<file path="config.mk">
export PLATFORM = sky130hd
export DESIGN_NAME = ccg_sweep_ctrl
export DESIGN_NICKNAME = d
export VERILOG_FILES = /design/src/rtl/ccg_sweep_pkg.sv /design/src/rtl/ccg_misr16.sv /design/src/rtl/ccg_sweep_ctrl.sv
export SDC_FILE = /design/constraint.sdc
export NUM_CORES = 1
export LEC_CHECK = 0
export ABC_CLOCK_PERIOD_IN_PS = 7300
export BUFFER_PORTS_ARGS = -buffer_cell sky130_fd_sc_hd__buf_2
export CAP_MARGIN = 20
export CORE_MARGIN = 1
export CORE_UTILIZATION = 40
export DETAILED_ROUTE_END_ITERATION = 16
export PLACE_DENSITY = 0.66
export SYNTH_ARGS = -nofsm -noshare
export SYNTH_HDL_FRONTEND = slang
export SYNTH_SLANG_ARGS = --single-unit
export TNS_END_PERCENT = 20
</file>
<file path="constraint.sdc">
create_clock -name clk -period 7.3 [get_ports clk]
set_input_delay 1.46 -clock clk [delete_from_list [all_inputs] [get_ports clk]]
set_output_delay 1.46 -clock clk [all_outputs]
set_load 0.02 [all_outputs]
</file>
<file path="src/rtl/ccg_sweep_pkg.sv">
// Shared types and helpers for the CCG exhaustive sweep controller.
//   sweep_state_t : controller FSM states
//   MISR_POLY     : feedback taps of the 16-bit signature register
//   MISR_SEED     : signature value at the start of every run
//   misr_step()   : one signature update with a 16-bit data word
//   popcount()    : number of set bits in a 16-bit word
package ccg_sweep_pkg;

   typedef enum logic [1:0] {
      ST_IDLE   = 2'd0,
      ST_DRIVE  = 2'd1,
      ST_SAMPLE = 2'd2,
      ST_REPORT = 2'd3
   } sweep_state_t;

   localparam logic [15:0] MISR_POLY = 16'h1021;
   localparam logic [15:0] MISR_SEED = 16'hFFFF;

   function automatic logic [15:0] misr_step(input logic [15:0] sig, input logic [15:0] data);
      logic [15:0] fb;
      fb = sig[15] ? MISR_POLY : 16'h0000;
      return {sig[14:0], 1'b0} ^ fb ^ data;
   endfunction

   function automatic logic [4:0] popcount(input logic [15:0] data);
      logic [4:0] cnt;
      cnt = '0;
      for (int i = 0; i < 16; i++) begin
         cnt = cnt + {4'b0000, data[i]};
      end
      return cnt;
   endfunction

endpackage

</file>
<file path="src/rtl/ccg_misr16.sv">
// 16-bit multiple-input signature register.
//   clk    : clock, rising edge
//   rst    : asynchronous active-high reset, loads the seed
//   clr_i  : synchronous reload of the seed (start of a run)
//   en_i   : fold data_i into the signature on this edge
//   data_i : 16-bit word to compress
//   sig_o  : current signature
module ccg_misr16
   import ccg_sweep_pkg::*;
(
   input  logic        clk,
   input  logic        rst,
   input  logic        clr_i,
   input  logic        en_i,
   input  logic [15:0] data_i,
   output logic [15:0] sig_o
);

   logic [15:0] sig_q;

   always_ff @(posedge clk or posedge rst) begin
      if (rst) begin
         sig_q <= MISR_SEED;
      end else if (clr_i) begin
         sig_q <= MISR_SEED;
      end else if (en_i) begin
         sig_q <= misr_step(sig_q, data_i);
      end
   end

   assign sig_o = sig_q;

endmodule

</file>
<file path="src/rtl/ccg_sweep_ctrl.sv">
// Exhaustive sweep controller for a combinational CCG benchmark netlist.
// Drives every input vector 0 .. 2^N_IN-1 onto the CUT, holds each for SETTLE
// cycles, then folds the CUT outputs into a MISR signature and a set-bit total.
// The result is offered to the host with a valid/ready handshake.
//
// Ports:
//   clk, rst          : clock, asynchronous active-high reset
//   start             : level, accepted only in IDLE (also latches exp_sig)
//   abort             : level, returns any non-IDLE state to IDLE
//   exp_sig[15:0]     : golden signature
//   cut_x[N_IN-1:0]   : vector driven to the CUT
//   cut_f[N_OUT-1:0]  : CUT outputs (N_OUT <= 16)
//   busy              : sweep in progress
//   result_valid      : result presented (REPORT)
//   result_ready      : host accepts result
//   signature[15:0]   : MISR value
//   ones_total        : sum of popcount(cut_f) over all samples
//   pass              : signature matches latched exp_sig, while result_valid
//
// state     | meaning
// ----------+-------------------------------------------------------
// ST_IDLE   | waiting for start; cut_x holds last vector
// ST_DRIVE  | current vector on cut_x, counting settle cycles
// ST_SAMPLE | cut_f folded into signature/total on this edge
// ST_REPORT | result frozen until result_ready
module ccg_sweep_ctrl
   import ccg_sweep_pkg::*;
#(
   parameter int N_IN   = 9,
   parameter int N_OUT  = 11,
   parameter int SETTLE = 2,
   parameter int CNT_W  = $clog2((2 ** N_IN) * N_OUT + 1)
) (
   input  logic              clk,
   input  logic              rst,
   input  logic              start,
   input  logic              abort,
   input  logic [15:0]       exp_sig,
   output logic [N_IN-1:0]   cut_x,
   input  logic [N_OUT-1:0]  cut_f,
   output logic              busy,
   output logic              result_valid,
   input  logic              result_ready,
   output logic [15:0]       signature,
   output logic [CNT_W-1:0]  ones_total,
   output logic              pass
);

   localparam int                SET_W    = (SETTLE > 1) ? $clog2(SETTLE) : 1;
   localparam logic [SET_W-1:0]  SET_LAST = SET_W'(SETTLE - 1);
   // One extra bit so the vector counter can never wrap back into range.
   localparam logic [N_IN:0]     VEC_LAST = (N_IN + 1)'((2 ** N_IN) - 1);

   sweep_state_t        state_q;
   logic [N_IN:0]       vec_q;
   logic [SET_W-1:0]    settle_q;
   logic [CNT_W-1:0]    ones_q;
   logic [CNT_W-1:0]    ones_d;
   logic [15:0]         exp_q;
   logic [15:0]         misr_data;
   logic [4:0]          pop;
   logic                misr_clr;
   logic                misr_en;
   logic [15:0]         sig;

   assign misr_data = 16'(cut_f);
   assign pop       = popcount(misr_data);
   assign ones_d    = ones_q + CNT_W'(pop);

   // Abort wins over a pending sample so partial results stay untouched.
   assign misr_clr  = (state_q == ST_IDLE) && start;
   assign misr_en   = (state_q == ST_SAMPLE) && !abort;

   ccg_misr16 u_misr (
      .clk    (clk),
      .rst    (rst),
      .clr_i  (misr_clr),
      .en_i   (misr_en),
      .data_i (misr_data),
      .sig_o  (sig)
   );

   always_ff @(posedge clk or posedge rst) begin
      if (rst) begin
         state_q  <= ST_IDLE;
         vec_q    <= '0;
         settle_q <= '0;
         ones_q   <= '0;
         exp_q    <= '0;
      end else if (abort && (state_q != ST_IDLE)) begin
         state_q  <= ST_IDLE;
         settle_q <= '0;
      end else begin
         case (state_q)
            ST_IDLE: begin
               if (start) begin
                  vec_q    <= '0;
                  settle_q <= '0;
                  ones_q   <= '0;
                  exp_q    <= exp_sig;
                  state_q  <= ST_DRIVE;
               end
            end
            ST_DRIVE: begin
               if (settle_q == SET_LAST) begin
                  settle_q <= '0;
                  state_q  <= ST_SAMPLE;
               end else begin
                  settle_q <= settle_q + SET_W'(1);
               end
            end
            ST_SAMPLE: begin
               ones_q <= ones_d;
               if (vec_q == VEC_LAST) begin
                  state_q <= ST_REPORT;
               end else begin
                  vec_q   <= vec_q + (N_IN + 1)'(1);
                  state_q <= ST_DRIVE;
               end
            end
            ST_REPORT: begin
               if (result_ready) begin
                  state_q <= ST_IDLE;
               end
            end
            default: begin
               state_q <= ST_IDLE;
            end
         endcase
      end
   end

   assign cut_x        = vec_q[N_IN-1:0];
   assign busy         = (state_q == ST_DRIVE) || (state_q == ST_SAMPLE);
   assign result_valid = (state_q == ST_REPORT);
   assign signature    = sig;
   assign ones_total   = ones_q;
   assign pass         = (state_q == ST_REPORT) && (sig == exp_q);

endmodule
</file>
==> impl_metrics.csv <==
group,metric,value,unit
power,pwr-share-seq,36.1,%
route,antenna_left,0,
yosys,async_reset_ff_share,100,%
die,die-height,93.4,um
grt,track_usage,18.6,%
grt,grtUsageMet2,29.1,%
yosys,ys_warn_count,0,
grt,antenna_found_initial,0,
die,die_x,93.4,um
setup_path,path_class,"in2reg",
setup_path,cp-start-kind,"input port",
yosys,synth_cell_type_count,50,
grt,grt_pass1_vias,2481,
power,power_density,392,nW/um2
sta,drv_slew,0,
yosys,synth-edff-count,0,
finish,nNetsFinal,426,
yosys,synth_seq_cells,58,
setup_path,slowest_delay,0.54,ns
yosys,avgSynthCellArea,11.0,um2
clock_tree,numCtsBuffers,9,
setup_path,crit_chain,"buf_2 > fa_1 > inv_1 > fa_1 > fa_1 > fa_1 > inv_1 > ha_1 > inv_1 > fa_1 > nor2b_1 > o31a_1 > o21ai_0 > or3_1 > a21oi_1",
clock_tree,cts_tree,"yes",
clock_tree,clk_latency,0.35,ns
hold_path,hold_class,"reg2reg",
grt,use_met1,24.7,%
status,status,"completed",
power,max-vdd-ir-drop,0.000147,V
sta,min_period_over_period,69.2,%
yosys,syn_nets,358,
clock_tree,cts_root_buffer,"clkbuf_8",
clock_tree,cts_hold_buf,0,
finish,drive_gt1_share,35.3,%
finish,n_antenna_cell,0,
sta,hold_viol_final,0,
sta,setup_viol,0,
die,dieArea,8730,um2
sta,skew,0.0116,ns
grt,top_usage_layer,"met2",
grt,grt_max_degree,59,
route,wire_per_inst,15.4,um
placement,gp_congestion,0.838,
setup_path,crit_path_top_delay_cell,"fa_1",
route,drt_iter0_markers,80,
setup_path,r2r-start,"ones_total[1]",
grt,grt_pass1_wl,12400,um
setup_path,worstPathMaxFanout,5,
clock_tree,path_clk_slew,0.07,ns
sta,slew_headroom,31.0,%
yosys,synth_area,3340,um2
setup_path,path_common_cell,"fa_1",
placement,io_buffers,72,
die,initial_core_util,42.4,%
setup_path,required,7.58,ns
setup_path,worstPathArrival,5.33,ns
yosys,synth-seq-area-share,44.0,%
sta,rsz0062_at_grt,"false",
power,p_sw,0.000619,W
power,p_comb_share,42.1,%
placement,dp_cells,461,
die,core,7890,um2
route,drcViolationCount,0,
route,wirelength,7360,um
setup_path,end_kind,"flop",
yosys,synthFlopType,"dfrtp_1",
clock_tree,cts_setup_buffers,0,
grt,overflow,0,
power,clock_power_share,21.7,%
clock_tree,cts-resized-gates,0,
route,dr_total_vias,2474,
die,io_pins,73,
clock_tree,cts_htree_levels,3,
sta,fmax,198,MHz
sta,worst_slew_pin_slew,1.03,ns
clock_tree,cts_sinks,58,
finish,area_growth_syn_to_layout,18.7,%
finish,instances_no_fill,479,
power,leakage,1.79,nW
die,rows,32,
route,viasPerCell,5.16,
hold_path,hold_path_startpoint,"settle_q",
grt,grt_use_met3,5.61,%
sta,setup-tns-final,0,ns
setup_path,setup.worst_path.start,"cut_f[0]",
clock_tree,cts_buffer_depth,2,
job,drv_cap,0,
sta,min_period,5.05,ns
yosys,syn_inst,304,
power,p_int,0.000938,W
route,drtPass1Iterations,4,
power,switching_share,39.8,%
finish,fillers,725,
placement,dpl.hpwl,5450,um
==> stage by stage <==
stage	total power [W]	hold WS, ns	instance area (um2)	utilization, %	setup slack, ns
CTS	0.00157	0.518	3960	50.1	2.27
global route	0.00168	0.545	3970	50.3	2.06
floorplan	0.00104	0.451	3340	-	2.33
finish	0.00156	0.512	3970	50.3	2.25
detailed placement	0.00123	0.502	3730	47.3	1.93
global placement	0.00120	0.472	3730	47.3	1.99
==> kinds of logic (layout without fill, tap and decap cells) <==
group / after synthesis / in the layout / share of synthesized area, %
and+or+nand+nor: 73 / 73 / 12.3
DFF: 58 / 58 / 44.0
AOI/OAI and AO/OA: 55 / 55 / 11.9
xor gates and xnor gates: 42 / 42 / 11.0
buffers and inverters: 38 / 111 / 5.57
adders and majority gates: 22 / 22 / 9.80
muxes: 16 / 16 / 5.39
==> metal layers <==
metal  routed length (um)  part of all wire, %
met5                    0                    0
met2                 3420                   46
met1                 3390                   46
met3                  455                  6.2
met4                   99                  1.3
==> power groups by stage <==
stage	Sequential, W	Combinational [W]	Clock [W]
floorplan	0.000602	0.000442	0
global placement	0.000561	0.000643	0
detailed placement	0.000570	0.000657	0
CTS	0.000563	0.000661	0.000347
global route	0.000579	0.000737	0.000361
finish	0.000562	0.000656	0.000338
==> flip-flops by register name (all words and copies together) (netlist names) <==
register      count
exp_q            16
u_misr.sig_o     16
ones_total       13
vec_q            10
state_q           2
settle_q          1
==> cell type report <==
cell class	count	area, um2	share of cell area (%)
Clock buffer	9	124	3.12
Multi-Input combinational cell	208	1690	42.5
Inverter	20	75.1	1.89
Timing Repair Buffer	75	383	9.64
Tap cell	102	128	3.21
Clock inverter	7	103	2.58
Sequential cell	58	1470	37.1
==> cells in the final DEF (no fill, tap or decap), types with 9 or more instances in the layout <==
| cell | Yosys | final |
|---|---|---|
| xor2_1 | 31 | 31 |
| o21ai_0 | 16 | 16 |
| nand2_1 | 14 | 14 |
| mux2_2 | 16 | 16 |
| buf_2 | 2 | 72 |
| dfstp_2 | 16 | 16 |
| ha_1 | 15 | 15 |
| xnor2_1 | 11 | 11 |
| nor2_1 | 20 | 20 |
| inv_1 | 20 | 19 |
| clkbuf_8 | 0 | 9 |
| dfrtp_1 | 42 | 42 |
| o22a_1 | 17 | 17 |
==> final timing paths <==
check / to / slack (ns) / cells past startpoint
setup / recovery: ones_total[12] / 2.25 / 15
hold / removal: settle_q / 0.51 / 1
setup reg to reg: ones_total[12] / 4.18 / 10
hold reg to reg: settle_q / 0.51 / 1
max in group asynchronous: vec_q[0] / 5.49 / 3
min in group asynchronous: exp_q[11] / 1.30 / 3
==> cells in the mapped netlist, drive strengths merged (3+ instances only) <==
master   n  area (um2)
a211oi   3        35.0
a21oi    4        20.0
buf     13        92.6
clkbuf   5        18.8
dfrtp   42        1050
dfstp   16         420
fa       7         140
ha      15         188
inv     20        75.1
mux2    16         180
nand2   14        52.6
nand3    5        30.0
nor2    20        75.1
nor2b    3        18.8
nor3     7        35.0
nor4     8        86.3
o21ai   17        85.1
o22a    17         149
xnor2   11        96.3
xor2    31         272
==> critical path: cells and delay by family <==
kind / cells / cell delay, ns
AOI/OAI and AO/OA: 3 / 0.50
adders and majority gates: 6 / 2.52
buffers and inverters: 4 / 0.30
and+or+nand+nor: 2 / 0.53
(Power assumes the default switching activity.)
